### src/rtl/ldpc_layer_scheduler_if.sv
// Layer descriptor channel from the LDPC layer scheduler to the decoder datapath.
// The master presents one compacted base row per valid/ready handshake.
interface ldpc_layer_scheduler_if #(
  parameter int DMAX    = 6,
  parameter int ROW_W   = 4,
  parameter int COL_W   = 4,
  parameter int SHIFT_W = 6,
  parameter int DEG_W   = 3
);
  logic                    lyr_valid;
  logic                    lyr_ready;
  logic [ROW_W-1:0]        lyr_row;
  logic [DEG_W-1:0]        lyr_deg;
  logic [DMAX*COL_W-1:0]   lyr_col;
  logic [DMAX*SHIFT_W-1:0] lyr_shift;
  logic                    lyr_last;

  modport master (
    output lyr_valid, lyr_row, lyr_deg, lyr_col, lyr_shift, lyr_last,
    input  lyr_ready
  );

  modport slave (
    input  lyr_valid, lyr_row, lyr_deg, lyr_col, lyr_shift, lyr_last,
    output lyr_ready
  );
endinterface

### src/rtl/ldpc_layer_scheduler.sv
// Layered QC-LDPC schedule sequencer: scans the shift table row by row, compacts
// non-null blocks into DMAX slots and emits one descriptor per layer per iteration.
module ldpc_layer_scheduler #(
  parameter int Z        = 32,
  parameter int DMAX     = 6,
  parameter int ROW_CNT  = 10,
  parameter int COL_CNT  = 10,
  parameter int MAX_ITER = 8,
  parameter int SHIFT_W  = $clog2(Z) + 1,
  parameter int COL_W    = $clog2(COL_CNT),
  parameter int ROW_W    = $clog2(ROW_CNT),
  parameter int IT_W     = $clog2(MAX_ITER + 1),
  parameter int DEG_W    = $clog2(DMAX + 1)
) (
  input  logic                      clk,
  input  logic                      rst,
  input  logic                      cfg_we_i,
  input  logic [ROW_W-1:0]          cfg_row_i,
  input  logic [COL_W-1:0]          cfg_col_i,
  input  logic signed [SHIFT_W-1:0] cfg_shift_i,
  input  logic                      start_i,
  input  logic                      early_stop_i,
  output logic                      busy_o,
  output logic                      done_o,
  output logic [IT_W-1:0]           iter_cnt_o,
  output logic                      deg_err_o,
  ldpc_layer_scheduler_if.master    lyr
);

  typedef enum logic [2:0] {
    ST_IDLE,
    ST_SCAN,
    ST_EMIT,
    ST_CHECK,
    ST_DONE
  } state_t;

  state_t                    state_q;
  logic [ROW_W-1:0]          row_q;
  logic [COL_W-1:0]          col_q;
  logic [DEG_W-1:0]          deg_q;
  logic [IT_W-1:0]           iter_q;
  logic                      busy_q;
  logic                      done_q;
  logic                      deg_err_q;
  logic                      valid_q;
  logic                      last_q;
  logic [COL_W-1:0]          slot_col_q   [DMAX];
  logic signed [SHIFT_W-1:0] slot_shift_q [DMAX];
  logic signed [SHIFT_W-1:0] table_q      [ROW_CNT][COL_CNT];

  logic signed [SHIFT_W-1:0] scan_shift;
  logic                      scan_hit;
  logic                      cfg_ok;

  assign scan_shift = table_q[row_q][col_q];
  // A negative shift (sign bit set) marks an all-zero block.
  assign scan_hit   = ~scan_shift[SHIFT_W-1];
  assign cfg_ok     = cfg_we_i && (32'(cfg_row_i) < ROW_CNT) && (32'(cfg_col_i) < COL_CNT);

  always_ff @(posedge clk) begin
    if (rst) begin
      state_q   <= ST_IDLE;
      row_q     <= '0;
      col_q     <= '0;
      deg_q     <= '0;
      iter_q    <= '0;
      busy_q    <= 1'b0;
      done_q    <= 1'b0;
      deg_err_q <= 1'b0;
      valid_q   <= 1'b0;
      last_q    <= 1'b0;
      for (int k = 0; k < DMAX; k++) begin
        slot_col_q[k]   <= '0;
        slot_shift_q[k] <= '1;
      end
      for (int r = 0; r < ROW_CNT; r++) begin
        for (int c = 0; c < COL_CNT; c++) begin
          table_q[r][c] <= '1;
        end
      end
    end else begin
      done_q <= 1'b0;
      case (state_q)
        ST_IDLE: begin
          if (cfg_ok) begin
            table_q[cfg_row_i][cfg_col_i] <= cfg_shift_i;
          end
          if (start_i) begin
            state_q   <= ST_SCAN;
            row_q     <= '0;
            col_q     <= '0;
            deg_q     <= '0;
            iter_q    <= '0;
            deg_err_q <= 1'b0;
            busy_q    <= 1'b1;
            for (int k = 0; k < DMAX; k++) begin
              slot_col_q[k]   <= '0;
              slot_shift_q[k] <= '1;
            end
          end
        end

        ST_SCAN: begin
          if (scan_hit) begin
            if (deg_q < DEG_W'(DMAX)) begin
              slot_col_q[deg_q]   <= col_q;
              slot_shift_q[deg_q] <= scan_shift;
              deg_q               <= deg_q + 1'b1;
            end else begin
              deg_err_q <= 1'b1;
            end
          end
          if (col_q == COL_W'(COL_CNT - 1)) begin
            col_q   <= '0;
            state_q <= ST_EMIT;
            valid_q <= 1'b1;
            last_q  <= (row_q == ROW_W'(ROW_CNT - 1));
          end else begin
            col_q <= col_q + 1'b1;
          end
        end

        ST_EMIT: begin
          // Everything is frozen until the datapath takes the descriptor.
          if (lyr.lyr_ready) begin
            valid_q <= 1'b0;
            deg_q   <= '0;
            for (int k = 0; k < DMAX; k++) begin
              slot_col_q[k]   <= '0;
              slot_shift_q[k] <= '1;
            end
            if (last_q) begin
              state_q <= ST_CHECK;
            end else begin
              row_q   <= row_q + 1'b1;
              state_q <= ST_SCAN;
            end
          end
        end

        ST_CHECK: begin
          iter_q <= iter_q + 1'b1;
          if (early_stop_i || (iter_q == IT_W'(MAX_ITER - 1))) begin
            state_q <= ST_DONE;
            done_q  <= 1'b1;
          end else begin
            row_q   <= '0;
            state_q <= ST_SCAN;
          end
        end

        ST_DONE: begin
          busy_q  <= 1'b0;
          state_q <= ST_IDLE;
        end

        default: begin
          state_q <= ST_IDLE;
        end
      endcase
    end
  end

  assign busy_o        = busy_q;
  assign done_o        = done_q;
  assign iter_cnt_o    = iter_q;
  assign deg_err_o     = deg_err_q;
  assign lyr.lyr_valid = valid_q;
  assign lyr.lyr_row   = row_q;
  assign lyr.lyr_deg   = deg_q;
  assign lyr.lyr_last  = last_q;

  for (genvar gi = 0; gi < DMAX; gi++) begin : g_slot_pack
    assign lyr.lyr_col[gi*COL_W +: COL_W]       = slot_col_q[gi];
    assign lyr.lyr_shift[gi*SHIFT_W +: SHIFT_W] = slot_shift_q[gi];
  end

endmodule

### src/flat_wrapper.sv
// flat-port wrapper written by rule: the top's interface ports become plain ports
module ldpc_layer_scheduler_flat 
#(
  parameter int Z        = 32,
  parameter int DMAX     = 6,
  parameter int ROW_CNT  = 10,
  parameter int COL_CNT  = 10,
  parameter int MAX_ITER = 8,
  parameter int SHIFT_W  = $clog2(Z) + 1,
  parameter int COL_W    = $clog2(COL_CNT),
  parameter int ROW_W    = $clog2(ROW_CNT),
  parameter int IT_W     = $clog2(MAX_ITER + 1),
  parameter int DEG_W    = $clog2(DMAX + 1)
)
  (clk, rst, cfg_we_i, cfg_row_i, cfg_col_i, cfg_shift_i, start_i, early_stop_i, busy_o, done_o, iter_cnt_o, deg_err_o, lyr_lyr_valid, lyr_lyr_row, lyr_lyr_deg, lyr_lyr_col, lyr_lyr_shift, lyr_lyr_last, lyr_lyr_ready);
  ldpc_layer_scheduler_if #(.DMAX(DMAX), .ROW_W(ROW_W), .COL_W(COL_W), .SHIFT_W(SHIFT_W), .DEG_W(DEG_W)) lyr_i ();
  input  logic clk;
  input  logic rst;
  input  logic cfg_we_i;
  input  logic [ROW_W-1:0] cfg_row_i;
  input  logic [COL_W-1:0] cfg_col_i;
  input  logic signed [SHIFT_W-1:0] cfg_shift_i;
  input  logic start_i;
  input  logic early_stop_i;
  output logic busy_o;
  output logic done_o;
  output logic [IT_W-1:0] iter_cnt_o;
  output logic deg_err_o;
  output wire logic [$bits(lyr_i.lyr_valid)-1:0] lyr_lyr_valid;
  output wire logic [$bits(lyr_i.lyr_row)-1:0] lyr_lyr_row;
  output wire logic [$bits(lyr_i.lyr_deg)-1:0] lyr_lyr_deg;
  output wire logic [$bits(lyr_i.lyr_col)-1:0] lyr_lyr_col;
  output wire logic [$bits(lyr_i.lyr_shift)-1:0] lyr_lyr_shift;
  output wire logic [$bits(lyr_i.lyr_last)-1:0] lyr_lyr_last;
  input wire logic [$bits(lyr_i.lyr_ready)-1:0] lyr_lyr_ready;
  assign lyr_lyr_valid = lyr_i.lyr_valid;
  assign lyr_lyr_row = lyr_i.lyr_row;
  assign lyr_lyr_deg = lyr_i.lyr_deg;
  assign lyr_lyr_col = lyr_i.lyr_col;
  assign lyr_lyr_shift = lyr_i.lyr_shift;
  assign lyr_lyr_last = lyr_i.lyr_last;
  assign lyr_i.lyr_ready = lyr_lyr_ready;
  ldpc_layer_scheduler #(.Z(Z), .DMAX(DMAX), .ROW_CNT(ROW_CNT), .COL_CNT(COL_CNT), .MAX_ITER(MAX_ITER), .SHIFT_W(SHIFT_W), .COL_W(COL_W), .ROW_W(ROW_W), .IT_W(IT_W), .DEG_W(DEG_W)) u_core (.clk(clk), .rst(rst), .cfg_we_i(cfg_we_i), .cfg_row_i(cfg_row_i), .cfg_col_i(cfg_col_i), .cfg_shift_i(cfg_shift_i), .start_i(start_i), .early_stop_i(early_stop_i), .busy_o(busy_o), .done_o(done_o), .iter_cnt_o(iter_cnt_o), .deg_err_o(deg_err_o), .lyr(lyr_i));
endmodule
### config.mk
export PLATFORM = sky130hd
export DESIGN_NAME = ldpc_layer_scheduler_flat
export DESIGN_NICKNAME = d
export VERILOG_FILES = /design/src/rtl/ldpc_layer_scheduler_if.sv /design/src/rtl/ldpc_layer_scheduler.sv /design/src/flat_wrapper.sv
export SDC_FILE = /design/constraint.sdc
export NUM_CORES = 1
export LEC_CHECK = 0
export CORE_MARGIN = 2
export CORE_UTILIZATION = 60
export CTS_BUF_LIST = sky130_fd_sc_hd__clkbuf_2
export CTS_CLUSTER_DIAMETER = 150
export CTS_CLUSTER_SIZE = 16
export DETAILED_ROUTE_END_ITERATION = 10
export PLACE_DENSITY = 0.76
export SLEW_MARGIN = 5
export SYNTH_ARGS = -nofsm -noshare
export SYNTH_HDL_FRONTEND = slang
export SYNTH_SLANG_ARGS = --single-unit
### constraint.sdc
create_clock -name clk -period 5.3 [get_ports clk]
set_input_delay 1.06 -clock clk [delete_from_list [all_inputs] [get_ports clk]]
set_output_delay 1.06 -clock clk [all_outputs]
set_load 0.02 [all_outputs]
==> results of run 1 <==
critical path, cell delays in order (launching register included):
cell	delay, ps
sky130_fd_sc_hd__dfxtp_4	740
sky130_fd_sc_hd__buf_4	510
sky130_fd_sc_hd__mux4_2	600
sky130_fd_sc_hd__mux2i_1	150
sky130_fd_sc_hd__o221ai_1	180
sky130_fd_sc_hd__nor4b_1	860
sky130_fd_sc_hd__a211oi_2	270
sky130_fd_sc_hd__o21ai_0	540
sky130_fd_sc_hd__buf_4	260
power breakdown:
| part | switching [W] | total [W] | internal [W] |
|---|---|---|---|
| combinational | 0.000531 | 0.000723 | 0.000191 |
| sequential | 0.0000809 | 0.00943 | 0.00935 |
| clock | 0.00241 | 0.00296 | 0.000544 |
logic make-up after synthesis:
group	after synthesis
compound gates	187
xor+xnor	1
fa+ha+maj	6
buf+inv	206
flops	1047
mux	316
other cells	1
simple gates	898
worst paths after layout:
kind / slack (ps) / to / cells after the start / start
worst max-delay path: 930 / u_core.slot_col_q[4][3] / 8 / register
worst min-delay path: 200 / u_core.table_q[10][46] / 1 / cfg_shift_i[4]
worst max register to register: 930 / u_core.slot_col_q[4][3] / 8 / register
worst min register to register: 500 / u_core.busy_o / 2 / u_core.busy_o
cell usage after synthesis, drive strengths merged (6+ instances only):
cell	number
ha	6
nor3	23
dfxtp	27
buf	75
o21ai	15
and3	16
clkbuf	116
mux2i	31
a41o	9
mux4	282
a221oi	7
o221ai	6
nor2	109
a21oi	27
inv	14
nand3	28
nand2	600
edfxtp	1020
nand2b	16
nor2b	11
and2	8
or2	62
a21o	83
a22oi	12
per-stage QoR:
step	instance area (um2)	util, %
after floorplan	45500	-
after global placement	48100	66.0
after detailed placement	48100	66.0
after CTS	48600	66.7
after global routing	48600	66.7
final	48600	66.7
metal layers:
layer  vias up  GRT usage [%]
met2      2200           47.9
met1     13200           46.0
met4        14           15.6
met3       367           11.2
met5         -          0.439
li1      10800              -
registers in the layout, summed over array words and instances, names as in the netlist, named ones only:
signal and count:
u_core.deg_err_o 1, u_core.state_q 3, u_core.lyr.lyr_valid 1, u_core.lyr.lyr_last 1
u_core.done_o 1, u_core.table_q 960, u_core.lyr.lyr_deg 3, u_core.lyr.lyr_row 4
u_core.slot_col_q 24, u_core.busy_o 1, u_core.col_q 4, u_core.slot_shift_q 36
u_core.iter_cnt_o 4
area by class of cell:
class / instances / area share (%)
well taps: 959 / 2.47
flip-flops and latches: 1047 / 64.1
repair buffers: 231 / 4.38
inverters: 15 / 0.116
diodes: 6 / 0.0309
clock inverters: 6 / 0.170
multi-input cells: 1768 / 27.8
clock buffers: 90 / 0.927
==> results.md, run 1 <==
* Run status: finished clean
* DR DRC count at 0
* Estimated wirelength of the detail-placed design at 84500 um
* Count of buffers inserted at the top-level ports at 95
* HP Class: primary input to register
* Total number of vias at 26600
* Count of state elements after synthesis at around 1000
* Post-Place Setup Slack at 992 ps
* Aggregate routed wire length at 123000 um
* WL/cell at 29.9 um
* Share of the clock period used by the worst path after layout at 82.4%
* Number of buffers inserted by post-CTS setup repair at 0
* Area of the mapped netlist at about 44000 um2
* Row count at between 90 and 100
* Startpoint types: register
* Actual slew at the worst max-slew pin at 1230 ps
* Simple-gate area share of the yosys netlist at between 8 and 9%
* Dominant register cell in the synthesized netlist: sky130_fd_sc_hd__edfxtp_1
* Least setup slack across all paths after layout at 932 ps
* Leading cell type in the layout, fill and taps excluded: sky130_fd_sc_hd__edfxtp_1
* Area of combinational cells with multiple inputs at 13500 um2
* Sequential area share after synthesis at between 70% and 80%
* Number of warnings reported in the yosys synthesis log at 0
* Critical Path End Type: register
* Worst hold slack after final layout at approximately 200 ps
* Die Footprint at between 70000 and 80000 um2
* Net count, final at ~3200
* Main combinational cell family by area after synthesis: multiplexers
* Setup repair after global routing missed its margin: false
* Area leader, netlist: sky130_fd_sc_hd__edfxtp_1
* Async set or reset register ratio after synthesis at 0%
* Routed met2 length at 53400 um
* Synthesized-area fraction occupied by xor and xnor cells at less than 1%
* Compound-Gate Fraction of Synth Area at 3.13%
* Iteration-0 DRC Markers at about 4500
* Upper clock frequency limit at approximately 0.23 GHz
* Leakage Power at 14.1 nW
* Resized Gates After CTS at 0
* Syn Inst Count at 2662
* Count of pins over their slew limit at 0
* Top Layer Used: met5
* Max-slew headroom at around 18%
* Grt total ovfl at 0
* Final cell count without fillers at 4122
* Adder-cell share of the synthesized area at less than 1%
* Post-DRT Antenna Nets at 0
* Mux share of post-synthesis cell area at 15.2%
* Detailed-router iteration count before antenna repair at 6
* GRT Util Overall at 33.1%
* Fraction of layout cells with a size suffix above 1 at about a fifth
* Clk buf depth at 3
* IO Pins at 96
* Number of endpoints failing setup at the final stage at 0
* Std-Cell Core Area at 72800 um2
* Master cell of the clock root buffer: sky130_fd_sc_hd__clkbuf_2
* Commonest cells after routing, fill and taps aside: sky130_fd_sc_hd__edfxtp_1 (1020), sky130_fd_sc_hd__nand2_1 (600), sky130_fd_sc_hd__conb_1 (360), sky130_fd_sc_hd__mux4_2 (282), sky130_fd_sc_hd__buf_4 (122)
* CTS tree: done
* Met3 Wirelength at just over 20000 um
* Power per standard cell area at 270 nW/um2
* GPL Wtd Cong at 0.994
* Number of clock buffers inserted by TritonCTS at 75
* Insertion delay of the later-clocked pin in the worst-skew pair at 1290 ps
* Total power at 0.0131 W
* Number of global-route vias before repair at 25500
* Filler cell count in the final layout at 5013
* Routed met1 length at around 42000 um
* Wire length of the first global-routing pass at about 170000 um
* Total negative setup slack at 0 ps
* Clock Sink Count at 1047
* Die height at between 200 and 300 um
* Cell count after placement at 4020
* Max_cap viols at 0
* Worst-path clk slew at 320 ps
* Minimum clock period at around 4400 ps
* CP Data Required Time at 6280 ps
* Initial antenna violation count at 13
* Sequential cell area at 31200 um2
* Largest clock skew in the final design at around 120 ps
* Area share of the leading cell type in the synthesized netlist at 69.4%
* Effective utilization at floorplan at 60.6%
* Largest net degree at the start of global routing at 71
* Library cells used by synthesis at 62
* Arr. time, crit path at 5350 ps
* Die Width at around 280 um
* Vias per inst at 6.45
* Top cells by area in the synthesized netlist: sky130_fd_sc_hd__edfxtp_1 (69%), sky130_fd_sc_hd__mux4_2 (14%), sky130_fd_sc_hd__nand2_1 (5.1%)
* Count of final hold-check violations at 0
* CTS H-Tree Depth at 3
* Post-synth EDFFs at 1020
* Post-CTS Hold Fix Bufs at 0
* Category of the most critical setup path: register to register
* Synthesized area per cell at 16.6 um2
* Worst-case vdd ir drop at 0.218 mV
* Area delta synth->final at 10.2%
* Largest driver fanout on the critical path at 21
Power figures use the tool's default switching activity.
==> inputs of run 2 (changes only) <==
--- a/config.mk
+++ b/config.mk
@@ -6,12 +6,12 @@
 export NUM_CORES = 1
 export LEC_CHECK = 0
 export CORE_MARGIN = 2
-export CORE_UTILIZATION = 60
+export CORE_UTILIZATION = 58
 export CTS_BUF_LIST = sky130_fd_sc_hd__clkbuf_2
 export CTS_CLUSTER_DIAMETER = 150
 export CTS_CLUSTER_SIZE = 16
 export DETAILED_ROUTE_END_ITERATION = 10
-export PLACE_DENSITY = 0.76
+export PLACE_DENSITY = 0.77
 export SLEW_MARGIN = 5
 export SYNTH_ARGS = -nofsm -noshare
 export SYNTH_HDL_FRONTEND = slang
==> constraint.sdc (replaced) <==
create_clock -name clk -period 3.9 [get_ports clk]
set_input_delay 0.78 -clock clk [delete_from_list [all_inputs] [get_ports clk]]
set_output_delay 0.78 -clock clk [all_outputs]
set_load 0.02 [all_outputs]
==> run 2 against run 1 <==
  * Die area is 3.4% higher
  * Sequential share of layout area is 1.4 points lower
  * Largest cell class unchanged
  * Highest routed layer unchanged
  * First-iteration DRC count is 7.6% lower
  * Sequential power is 36% higher
  * Clock skew is 17 ps lower
==> results.md, run 2 (same netlist as run 1, synthesis figures left out) <==
* Post-CTS Hold Fix Bufs at 0
* Minimum clock period at 3700 ps
* Setup repair after global routing missed its margin: false
* Grt total ovfl at 0
* CTS tree: done
* Minimum setup slack among reg-to-reg paths at 200 ps
* Master cell of the clock root buffer: sky130_fd_sc_hd__clkbuf_2
* Count of pins over their slew limit at 0
* Startpoint types: register
* Sw power at 0.00410 W
* Iteration-0 DRC Markers at 4147
* Number of clock buffers inserted by TritonCTS at 75
* Critical Path End Type: register
* Cell Area, Placed at between 40000 and 50000 um2
* Count of final hold-check violations at 0
* Clock network power share at between 20% and 30%
* Clk buf depth at 3
* Fraction of layout cells with a size suffix above 1 at between 20% and 30%
* Actual slew at the worst max-slew pin at 1220 ps
* Detailed-router iteration count before antenna repair at 6
* Share of the clock period used by the worst path after layout at 94.8%
* Largest driver fanout on the critical path at 23
* Number of buffers inserted by post-CTS setup repair at 0
* Worst min-delay path endpoint: u_core.table_q[12][4]
* Largest registers: u_core.table_q: 960 flops, u_core.slot_shift_q: 36 flops, u_core.slot_col_q: 24 flops
* Effective utilization at floorplan at 58.4%
* CP Data Required Time at 4890 ps
* Leakage Power at 14.8 nW
* Worst Reg-to-Reg Cells at 8
* Share of the core filled with cells at 65.8%
* Max_cap viols at 0
* Register with the highest flop count: u_core.table_q
* Row count at 101
* GPL Wtd Cong at 0.985
* Hold path cells at 1
* Cell repeated most along the worst path: sky130_fd_sc_hd__mux4_2
* DR DRC count at 0
* Total number of vias at 26900
* Fraction of power consumed by sequential logic at a little under three quarters
* Routed met1 length at 43800 um
* Resized Gates After CTS at 2
* Sequential cell area at 31200 um2
* Std-Cell Core Area at 75600 um2
* Int Power at 0.0137 W
* Top Layer Used: met5
* Area delta synth->final at 12.7%
* Upper clock frequency limit at 0.270 GHz
* Vias per inst at 6.29
* Category of the most critical setup path: register to register
* Wire length of the first global-routing pass at 177000 um
* Net count, final at 3288
* Largest net degree at the start of global routing at 71
* IO Pins at 96
* Cell-by-cell listing of the critical path: buf_12 > buf_4 > mux4_2 > mux4_2 > a22oi_1 > and3_1 > o32a_2 > nand3_1
* Count of buffers inserted at the top-level ports at 95
* Switching share of power at 23.0%
* Number of global-route vias before repair at 26300
* GRT Util Overall at roughly a third
* Leading cell type in the layout, fill and taps excluded: sky130_fd_sc_hd__edfxtp_1
* HP Class: primary input to register
* Critical path's top delay family: multiplexers
* Die Width at 280 um
* Insertion delay of the later-clocked pin in the worst-skew pair at 1260 ps
* Met3 Wirelength at 17000 um
* Largest clock skew in the final design at 103 ps
* Area of combinational cells with multiple inputs at 13400 um2
* Worst R2R End: u_core.slot_shift_q[1][4]
* Commonest cells after routing, fill and taps aside: sky130_fd_sc_hd__edfxtp_1 (1020), sky130_fd_sc_hd__nand2_1 (600), sky130_fd_sc_hd__conb_1 (360), sky130_fd_sc_hd__mux4_2 (282), sky130_fd_sc_hd__buf_4 (230)
* Routed met2 length at 56600 um
* Worst path bufs/invs at 2
* Critical Path Slowest Stage Cell: sky130_fd_sc_hd__dfxtp_4
* Die height at 280 um
* Filler cell count in the final layout at around 5300
* Die Footprint at roughly 78000 um2
* Maximum single-stage delay on the critical path at 580 ps
* Hold_sp: cfg_shift_i[4]
* CTS H-Tree Depth at 3
* Max-slew headroom at 18.7%
* Post-route cell area at a little under 50000 um2
* Arr. time, crit path at 4690 ps
* Clock Sink Count at 1047
* WL/cell at 28.8 um
* Post-DRT Antenna Nets at 0
* Power per standard cell area at between 300 and 400 nW/um2
* Run status: finished clean
* Worst-path clk slew at 280 ps
* Total power at 0.0178 W
* Worst-case vdd ir drop at 0.259 mV
* Aggregate routed wire length at 123000 um
* Estimated wirelength of the detail-placed design at 87300 um
* Initial antenna violation count at 4
* Max reg flops at 960
* Portion of total power attributed to combinational logic at 5.7%
* Number of endpoints failing setup at the final stage at 0
[run 2: cell count changes in the layout (fill, tap and decap cells not counted), moves of 2 or more]
cell / change
sky130_fd_sc_hd__nor2_1: +34
sky130_fd_sc_hd__buf_12: +16
sky130_fd_sc_hd__buf_4: +108
sky130_fd_sc_hd__nor2_2: -34
sky130_fd_sc_hd__diode_2: -3
sky130_fd_sc_hd__inv_2: +2
sky130_fd_sc_hd__clkbuf_2: +9
[run 2: layout make-up]
cell class	instances	share of cell area (%)
tap	978	2.46
multi-input combinational	1768	27.0
timing repair buffer	355	6.55
antenna	3	0.0151
sequential	1047	62.7
clock inverter	7	0.121
clock buffer	99	0.996
inverter	15	0.113
[run 2: how the worst max path moves through the flow]
stage | slack [ps] | cells past startpoint | to | startpoint
6_report | 200 | 8 | u_core.slot_shift_q[1][4] | register
5_1_grt | 20 | 10 | u_core.slot_col_q[0][1] | register
4_1_cts | 20 | 10 | u_core.slot_shift_q[1][5] | register
3_5_place_dp | -310 | 9 | u_core.slot_col_q[1][3] | register
3_3_place_gp | -350 | 10 | u_core.slot_col_q[2][2] | register
2_1_floorplan | 360 | 10 | u_core.slot_col_q[2][0] | register
[run 2: power by group through the flow]
| stage | Sequential (W) | Clock (W) | Combinational [W] |
|---|---|---|---|
| after CTS | 0.0128 | 0.00406 | 0.000975 |
| after floorplan | 0.0130 | 0 | 0.000478 |
| final | 0.0128 | 0.00400 | 0.00101 |
| after detailed placement | 0.0131 | 0 | 0.000971 |
| after global placement | 0.0130 | 0 | 0.000951 |
| after global routing | 0.0129 | 0.00440 | 0.00106 |
[run 2: through the flow]
stage          hold slack [ps]  setup slack, ps  instances  setup TNS [ps]
6_report                   117              202       4272               0
5_1_grt                   47.1             16.6       4271               0
4_1_cts                   24.4             20.6       4269               0
3_5_place_dp               485             -311       4163          -25050
3_3_place_gp               468             -351       4163          -28260
2_1_floorplan              544              359       3021               0
[run 2: worst reg2reg max path, cell delays in order, from the launching register on]
cell	delay (ps)
sky130_fd_sc_hd__dfxtp_4	580
sky130_fd_sc_hd__buf_12	270
sky130_fd_sc_hd__buf_4	260
sky130_fd_sc_hd__mux4_2	510
sky130_fd_sc_hd__mux4_2	520
sky130_fd_sc_hd__a22oi_1	520
sky130_fd_sc_hd__and3_1	350
sky130_fd_sc_hd__o32a_2	310
sky130_fd_sc_hd__nand3_1	110
[run 2: per-layer routing]
layer  vias up  global-route usage (%)
met5         -                       0
met4         6                    13.2
met3       334                    9.23
met2      1997                    49.1
met1     13500                    43.6
li1      11000                       -
